--- config.mk ---
export PLATFORM = sky130hd
export DESIGN_NAME = wb_port_arbiter
export DESIGN_NICKNAME = d
export VERILOG_FILES = /design/src/rtl/wb_pkg.sv /design/src/rtl/wb_result_buf.sv /design/src/rtl/wb_port_arbiter.sv
export SDC_FILE = /design/constraint.sdc
export NUM_CORES = 1
export LEC_CHECK = 0
export CAP_MARGIN = 25
export CORE_UTILIZATION = 45
export DETAILED_ROUTE_END_ITERATION = 10
export GPL_TIMING_DRIVEN = 0
export PLACE_DENSITY = 0.87
export SYNTH_ARGS = -nofsm -noshare
export SYNTH_HDL_FRONTEND = slang
export SYNTH_HIERARCHICAL = 1
export SYNTH_SLANG_ARGS = --single-unit
--- constraint.sdc ---
create_clock -name clk -period 2.9 [get_ports clk]
set_clock_uncertainty 0.1 [all_clocks]
set_input_delay 0.29 -clock clk [delete_from_list [all_inputs] [get_ports clk]]
set_output_delay 0.29 -clock clk [all_outputs]
set_load 0.005 [all_outputs]
--- src/rtl/wb_pkg.sv ---
// wb_pkg: types and constants shared by the WB write-port arbiter and its result buffer.
package wb_pkg;

  localparam int REG_ADDR_W     = 5;
  localparam int DATA_WIDTH_DEF = 32;

  typedef enum logic [1:0] {
    IDLE  = 2'd0,
    HOLD  = 2'd1,
    STEAL = 2'd2
  } arb_state_e;

endpackage

--- src/rtl/wb_result_buf.sv ---
// wb_result_buf: one-entry holding register for an LLU result waiting for the
// register-file write port, plus the counter of cycles it has been blocked.
module wb_result_buf
  import wb_pkg::*;
#(
  parameter int DATA_WIDTH = DATA_WIDTH_DEF,
  parameter int CNT_W      = 4
) (
  input  logic                  clk,
  input  logic                  rst,
  input  logic                  load,
  input  logic [REG_ADDR_W-1:0] load_rd,
  input  logic [DATA_WIDTH-1:0] load_data,
  input  logic                  clear,
  input  logic                  cnt_inc,
  output logic                  vld,
  output logic [REG_ADDR_W-1:0] rd,
  output logic [DATA_WIDTH-1:0] data,
  output logic [CNT_W-1:0]      cnt
);

  // Entry register; load and clear are never asserted together (load only when empty).
  always_ff @(posedge clk or posedge rst) begin
    if (rst) begin
      vld  <= 1'b0;
      rd   <= '0;
      data <= '0;
    end else if (clear) begin
      vld  <= 1'b0;
      rd   <= '0;
      data <= '0;
    end else if (load) begin
      vld  <= 1'b1;
      rd   <= load_rd;
      data <= load_data;
    end
  end

  // Blocked-cycle counter, restarted whenever the entry is loaded or retired.
  always_ff @(posedge clk or posedge rst) begin
    if (rst) begin
      cnt <= '0;
    end else if (load || clear) begin
      cnt <= '0;
    end else if (cnt_inc) begin
      cnt <= cnt + 1'b1;
    end
  end

endmodule

--- src/rtl/wb_port_arbiter.sv ---
// wb_port_arbiter: shares the register-file write port between the pipeline WB
// stage and the long-latency unit. Pipeline writes win; a blocked LLU result is
// buffered and, after STARVE_LIMIT blocked cycles, forced through with a
// one-cycle pipeline stall.
// Optional macro WB_PORT_ARB_BYPASS_EN: write an LLU result straight through
// when the port is idle instead of buffering it first.
//
//   state | meaning
//   IDLE  | buffer empty, LLU results accepted
//   HOLD  | buffered result waiting for a free port cycle
//   STEAL | pipeline stalled, buffered result owns the port this cycle
module wb_port_arbiter
  import wb_pkg::*;
#(
  parameter int DATA_WIDTH   = DATA_WIDTH_DEF,
  parameter int STARVE_LIMIT = 4
) (
  input  logic                  clk,
  input  logic                  rst,
  input  logic                  pipe_we,
  input  logic [REG_ADDR_W-1:0] pipe_rd,
  input  logic [DATA_WIDTH-1:0] pipe_wdata,
  input  logic                  llu_valid,
  input  logic [REG_ADDR_W-1:0] llu_rd,
  input  logic [DATA_WIDTH-1:0] llu_wdata,
  output logic                  llu_ready,
  output logic                  stall_req,
  output logic                  rf_we,
  output logic [REG_ADDR_W-1:0] rf_rd,
  output logic [DATA_WIDTH-1:0] rf_wdata,
  output logic                  buf_busy,
  output logic [REG_ADDR_W-1:0] buf_rd
);

  localparam int               CNT_W    = 4;
  localparam logic [CNT_W-1:0] CNT_LAST = CNT_W'(STARVE_LIMIT - 1);

  arb_state_e            state_q, state_d;
  logic                  buf_vld;
  logic [DATA_WIDTH-1:0] buf_data;
  logic [CNT_W-1:0]      cnt;
  logic                  pipe_hit;
  logic                  llu_fire;
  logic                  llu_nz;
  logic                  bypass;
  logic                  buf_load;
  logic                  buf_clear;
  logic                  cnt_inc;

  assign pipe_hit  = pipe_we & (pipe_rd != '0);
  // Gated by rst so the LLU never sees a handshake while the block is held in reset.
  assign llu_ready = ~buf_vld & ~rst;
  assign llu_fire  = llu_valid & llu_ready;
  assign llu_nz    = (llu_rd != '0);
  assign stall_req = (state_q == STEAL);
  assign buf_busy  = buf_vld;

`ifdef WB_PORT_ARB_BYPASS_EN
  assign bypass = (state_q == IDLE) & llu_fire & llu_nz & ~pipe_hit;
`else
  assign bypass = 1'b0;
`endif

  wb_result_buf #(
    .DATA_WIDTH (DATA_WIDTH),
    .CNT_W      (CNT_W)
  ) u_buf (
    .clk       (clk),
    .rst       (rst),
    .load      (buf_load),
    .load_rd   (llu_rd),
    .load_data (llu_wdata),
    .clear     (buf_clear),
    .cnt_inc   (cnt_inc),
    .vld       (buf_vld),
    .rd        (buf_rd),
    .data      (buf_data),
    .cnt       (cnt)
  );

  // State register.
  always_ff @(posedge clk or posedge rst) begin
    if (rst) begin
      state_q <= IDLE;
    end else begin
      state_q <= state_d;
    end
  end

  // Next state and buffer control; a younger pipeline write to the same rd kills the entry.
  always_comb begin
    state_d   = state_q;
    buf_load  = 1'b0;
    buf_clear = 1'b0;
    cnt_inc   = 1'b0;
    case (state_q)
      IDLE: begin
        if (llu_fire && llu_nz && !bypass) begin
          buf_load = 1'b1;
          state_d  = HOLD;
        end
      end
      HOLD: begin
        if (!pipe_hit || (pipe_rd == buf_rd)) begin
          buf_clear = 1'b1;
          state_d   = IDLE;
        end else begin
          cnt_inc = 1'b1;
          if (cnt == CNT_LAST) begin
            state_d = STEAL;
          end
        end
      end
      STEAL: begin
        buf_clear = 1'b1;
        state_d   = IDLE;
      end
      default: state_d = IDLE;
    endcase
  end

  // Zero-latency write-port mux: steal, pipeline, buffer, bypass, in that priority.
  always_comb begin
    rf_we    = 1'b0;
    rf_rd    = '0;
    rf_wdata = '0;
    if (rst) begin
      rf_we = 1'b0;
    end else if (state_q == STEAL) begin
      rf_we    = 1'b1;
      rf_rd    = buf_rd;
      rf_wdata = buf_data;
    end else if (pipe_hit) begin
      rf_we    = 1'b1;
      rf_rd    = pipe_rd;
      rf_wdata = pipe_wdata;
    end else if (buf_vld) begin
      rf_we    = 1'b1;
      rf_rd    = buf_rd;
      rf_wdata = buf_data;
    end else if (bypass) begin
      rf_we    = 1'b1;
      rf_rd    = llu_rd;
      rf_wdata = llu_wdata;
    end
  end

endmodule
# After elaboration in Yosys (flattened, before gate mapping)
# Index checks and enable logic that the tools add are counted.
[classes] n_addsub=1 n_eq_ne=6 muxes=30 bitwise=5 reduce_logical=10
[op_table] op="$mux 32" count=6
[op_table] op="$mux 5" count=6
[op_table] op="$mux 1" count=11
[op_table] op="$reduce_bool 5->1" count=2
[op_table] op="$mux 4" count=2
[op_table] op="$mux 2" count=3
[op_table] op="$eq 5x5->1" count=1
[op_table] op="$add 4x1->4 const B" count=1
[op_table] op="$eq 4x2->1 const B" count=1
[op_table] op="$pmux 2 s2" count=1
[op_table] op="$reduce_bool 2->1" count=2
[op_table] op="$and 1x1->1" count=3
[op_table] op="$ne 3x3->1 const B" count=1
[op_table] op="$eq 2x1->1 const B" count=1
[op_table] op="$eq 2x2->1 const B" count=1
[op_table] op="$logic_not 2->1" count=1
[op_table] op="$logic_or 1x1->1" count=2
[op_table] op="$ne 2x2->1 const B" count=1
[op_table] op="$not 1->1" count=2
[op_table] op="$pmux 1 s2" count=1
[op_table] op="$reduce_and 2->1" count=1
[op_table] op="$logic_and 1x1->1" count=1
[op_table] op="$logic_not 1->1" count=1
[totals] ff_bits=44 input_bits=78 out_inout_bits=46 word_cells=57

# Logic depth before layout (Yosys ltp)
[depth] depth_word=8 mapped_depth=9 depth_no_buf=6

# By module
# The synthesis kept the hierarchy.
[modules_own_cells] mod="wb_result_buf" n_inst=1 cells_per_inst=141 area_per_inst_um2=1739.2 seq_area_each_um2=1051.0
[modules_own_cells] mod="wb_port_arbiter" n_inst=1 cells_per_inst=165 area_per_inst_um2=987.2 seq_area_each_um2=50.0

# Least setup slack after synthesis
# No wires, ideal clock.
[synth_timing] kind="input-to-reg" from="input port pipe_rd[1]" to="register u_buf.data[0]" setup_time_ns=0.121 t_arrival_ns=2.115 t_required_ns=2.679 path_slack_ns=0.564 stages=9 path_buffers=4 path_cell_list="or4_1 -> o21ai_2 -> nor2_1 -> buf_2 -> buf_2 -> a21oi_1 -> buf_2 -> buf_2 -> nor2_1"
[synth_between] elab_chain_cells=7 word_cells_on_any_way=9 cone_classes="eq/ne (1); mux (3); bitwise (1); reduce/logical (4)"
[synth_lines] item="from (decl)" line_no="wb_port_arbiter.sv:21" text="input logic [REG_ADDR_W-1:0] pipe_rd,"
[synth_lines] item="$reduce_bool 5->1" line_no="wb_port_arbiter.sv:50" text="assign pipe_hit = pipe_we & (pipe_rd != '0);"
[synth_lines] item="$and 1x1->1" line_no="wb_port_arbiter.sv:50"
[synth_lines] item="$logic_not 1->1" line_no="wb_port_arbiter.sv:104" text="if (!pipe_hit || (pipe_rd == buf_rd)) begin"
[synth_lines] item="$logic_or 1x1->1 *" line_no="wb_port_arbiter.sv:104"
[synth_lines] item="$mux 1 *" line_no="wb_port_arbiter.sv:104"
[synth_lines] item="$pmux 1 s2 *" line_no="wb_port_arbiter.sv:96" text="case (state_q)"
[synth_lines] item="net buf_clear" line_no="wb_port_arbiter.sv:47" text="logic buf_clear;"
[synth_lines] item="$mux 32 or $reduce_bool 2->1 (tied branches)"
[synth_lines] item="to (signal assigned)" line_no="wb_result_buf.sv:35" text="data <= load_data;"
[synth_lines] item="to (decl)" line_no="wb_result_buf.sv:18" text="output logic [DATA_WIDTH-1:0] data,"
# The timed path passes the listed nets; every way through them passes the cells marked *.
# A chain may end at the register's enable or synchronous reset.

# Worst setup path after layout
[layout_timing] from="input port pipe_rd[4]" to="output port rf_wdata[20]"
[layout_between] elab_chain_cells=5
[layout_lines] item="$reduce_bool 5->1" line_no="wb_port_arbiter.sv:50"
[layout_lines] item="$and 1x1->1" line_no="wb_port_arbiter.sv:50"
[layout_lines] item="$mux 32" line_no="wb_port_arbiter.sv:133" text="end else if (pipe_hit) begin"
[layout_lines] item="$mux 32" line_no="wb_port_arbiter.sv:129" text="end else if (state_q == STEAL) begin"
[layout_lines] item="$mux 32" line_no="wb_port_arbiter.sv:127" text="if (rst) begin"
[layout_lines] item="to (decl)" line_no="wb_port_arbiter.sv:30" text="output logic [DATA_WIDTH-1:0] rf_wdata,"
# Every way passes these cells.

==> results.md <==
* Run status: finished, final reports clean
* Relative slew slack at 0.403
* Num CTS Buffers at 5
* Core Util, Final at 0.746
* CP dominant cell by count: buf_4
* Total congestion overflow at 0
* Crit-path slowest cell: or4_1
* Crit path DAT at between 2 and 2.5 ns
* I/O Buffers at approximately 120
* CP top delay family: buffers and inverters
* Fin. Hold Viols at 0
* DR iter-0 viols at between 150 and 200
* Gr busiest metal: met2
* Area growth from synthesis to layout at 55.3%
* Syn_nets at roughly 390
* Post-Syn Area at ~2700 µm²
* Die Wd at ~80 µm
* Placed cell area at 4050 µm²
* PnR worst setup slack at roughly 0.085 ns
* R2r endpoint: u_buf/data[3]
* Switching Share at 0.369
* Post-CTS Hold Buffers at 0
* Place WS at -0.270 ns
* CP Cell Sequence: dlygate4sd2_1 -> or4_1 -> o21ai_2 -> buf_4 -> nor2_1 -> buf_4 -> clkbuf_4 -> nand2_1 -> a21oi_2 -> clkdlybuf4s50_1
* Cell Rows at 27
* M1 GR Usage at 0.328
* Dpl cells at approximately 500
* Reg2Reg Launch Point: state_q[0]
* CTS H-tree lvls at 2
* Clock buffer depth at 2
* Share of layout cells above drive strength 1 at 0.179
* Antenna Nets Post-Route at 0
* Vias post-DR at ~2600
* Max Cap Viol at 0
* Max Fclk at about 360 MHz
* Register area share after synthesis at 0.404
* Global Route Usage Sum at 0.255
* CP Capture Type: output port
* CP Class: in -> out
* Crit path time final at roughly 2.8 ns
* Worst-path clk slew at 0.08 ns
* Post-DP HPWL at approximately 5600 µm
* DRC Markers at 0
* Initial Util at 0.480
* Largest net degree at the start of global routing at between 40 and 50
* Placer Congestion at 0.843
* Seq cells post-synth at 44
* Num ports at 124
* Fin. max-slew vios at 0
* Post-synthesis cell type count at 32
* Ant. Diodes at 0
* Later-pin clock latency in the skew report at between 0.2 and 0.3 ns
* Final setup fails at 0
* Slew @ Worst Pin at around 0.89 ns
* Drt wl/cell at around 15 µm
* Hold Crit Class: in -> async
* Non-filler cells, final at around 500
* R2r setup slk at between 0.4 and 0.5 ns
* Vias per inst at between 5 and 6
* Critical-path maximum fanout at 10
* CP peak stage delay at approximately 0.54 ns
* Initial antenna violation count at 0
* Core area at 5680 µm²
* First-pass GRT wire length at around 13000 µm
* Internal power at approximately 1900 µW
* Pleak at ~0.0018 µW
* Synth warn at 6
* CTS tree: yes
* Crit start category: input port
* Buf/Inv on CP at 5
* Flop pwr share at 0.361
* Power Density at roughly 700 nW/µm²
* Clock Tree Root: clkbuf_8
* Gate Count Post-Synth at between 300 and 400
* Layout Cell Area excl Fill at roughly 4200 µm²
* Met2 Usage GRT at 0.432
* Die ar. at 6370 µm²
* Syn Area/Cell at about 8.9 µm²
* Vias in the first global route at approximately 2600
* Drt total wl at about 7700 µm
* GR Layer Usage met3 at 0.0594
* Post-route clock period utilization at 0.971
* NumNets Final at 524
* P_sw at 1090 µW
* Hold WS at ~0.13 ns
* Clock network power share at 0.141
* Clock sink total at 44
* Die Ht at around 80 µm
* 1st-pass router iterations at 4
* Worst EP required at between 2 and 3 ns
* Combinational share of power at 0.498
* R2R depth at 9
* Peak VDD IR at roughly 0.36 mV
-- metal layers --
layer | vias to the layer above | part of all wire
li1 | 1272 | -
met1 | 1250 | 0.45
met2 | 76 | 0.50
met3 | 6 | 0.045
met4 | 0 | 0.0057
met5 | - | 0
-- registers in the layout, summed over array words and instances (netlist names) --
signal,count
u_buf/vld,1
u_buf/data,32
state_q,2
u_buf/cnt,4
u_buf/rd,5
-- how the worst max path moves through the flow --
stage	start	to	slack, ns	cells past startpoint
2_1_floorplan	pipe_rd[1]	u_buf/data[0]	0.56	9
3_3_place_gp	pipe_rd[1]	u_buf/data[5]	-0.25	10
3_5_place_dp	pipe_rd[1]	u_buf/data[3]	-0.27	10
4_1_cts	pipe_rd[1]	rf_wdata[20]	0.001	10
5_1_grt	pipe_rd[4]	rf_wdata[21]	-0.002	9
6_report	pipe_rd[4]	rf_wdata[20]	0.09	10
-- cells by family after synthesis --
kind of cell,count (synthesis),synth area share
AND/OR/NAND/NOR,136,0.207
AO/OA/AOI/OAI,49,0.139
flip-flops,44,0.404
multiplexers,39,0.144
buffers and inverters,28,0.0693
XOR/XNOR,6,0.0193
adder cells (fa/ha/maj),4,0.0184
-- through the flow --
stage	setup TNS, ns	power, µW
2_1_floorplan	0	1880
3_3_place_gp	-10.90	2430
3_5_place_dp	-11.66	2500
4_1_cts	0	2960
5_1_grt	-0.00209	3180
6_report	0	2960
-- Yosys cell counts --
| cell | count | area (µm²) |
|---|---|---|
| inv_1 | 7 | 26.3 |
| clkbuf_1 | 2 | 7.51 |
| mux2i_1 | 38 | 380 |
| o21ai_2 | 1 | 8.76 |
| nand2_1 | 67 | 251 |
| nor3_1 | 2 | 10.0 |
| o21ai_0 | 1 | 5.00 |
| a211oi_1 | 1 | 7.51 |
| or2_4 | 1 | 8.76 |
| or2_1 | 1 | 6.26 |
| xor2_1 | 5 | 43.8 |
| xnor2_1 | 1 | 8.76 |
| buf_2 | 6 | 30.0 |
| o211ai_1 | 1 | 7.51 |
| buf_1 | 1 | 3.75 |
| buf_12 | 1 | 20.0 |
| nand3_1 | 1 | 5.00 |
| nand2_2 | 10 | 62.6 |
| mux2_2 | 1 | 11.3 |
| a21oi_2 | 31 | 272 |
| buf_6 | 5 | 56.3 |
| a21oi_1 | 12 | 60.1 |
| dfrtp_1 | 44 | 1100 |
| ha_1 | 4 | 50.1 |
| buf_4 | 6 | 45.0 |
| nand3b_1 | 1 | 7.51 |
| or4_1 | 2 | 15.0 |
| a21bo_2 | 1 | 10.0 |
| nor3b_1 | 1 | 7.51 |
| nor2_1 | 49 | 184 |
| a21o_1 | 1 | 7.51 |
| nand4_1 | 1 | 6.26 |
-- area by class of cell --
type	count	area [µm²]
plain buffers	21	188
clock buffers	7	96.3
fillers	433	1440
inverters	7	26.3
multi-input cells	234	1440
flip-flops and latches	44	1100
well taps	72	90.1
repair buffers	129	1300
-- layout by cell type, fill, tap and decap left out, types with 2 or more instances in the layout --
master | Yosys | final
clkbuf_8 | 0 | 7
dfrtp_1 | 44 | 44
buf_4 | 6 | 9
inv_1 | 7 | 6
dlymetal6s2s_1 | 0 | 2
nor3_1 | 2 | 2
buf_2 | 6 | 4
nor2_1 | 49 | 49
buf_6 | 5 | 7
or4_1 | 2 | 2
mux2i_1 | 38 | 38
clkbuf_4 | 0 | 2
nand2_2 | 10 | 10
nand2_1 | 67 | 67
clkdlybuf4s50_1 | 0 | 113
ha_1 | 4 | 4
a21oi_2 | 31 | 31
a21oi_1 | 12 | 12
xor2_1 | 5 | 5
dlygate4sd2_1 | 0 | 8
-- power by group through the flow --
stage | clock network [µW] | registers (µW) | logic [µW]
finish | 416 | 1070 | 1470
detailed placement | 0 | 1070 | 1430
floorplan | 0 | 1030 | 854
CTS | 424 | 1060 | 1470
global route | 456 | 1100 | 1620
global placement | 0 | 1060 | 1380
-- timing repair --
| action | in CTS | in global routing |
|---|---|---|
| buffers inserted | 3 | 1 |
| endpoints found under the hold margin | 0 | 0 |
| gates resized for setup | 14 | 6 |
| pin swaps | 3 | 0 |
| endpoints found under the setup margin | 38 | 53 |
| cloned | 1 | 0 |
Power figures use the tool's default switching activity.
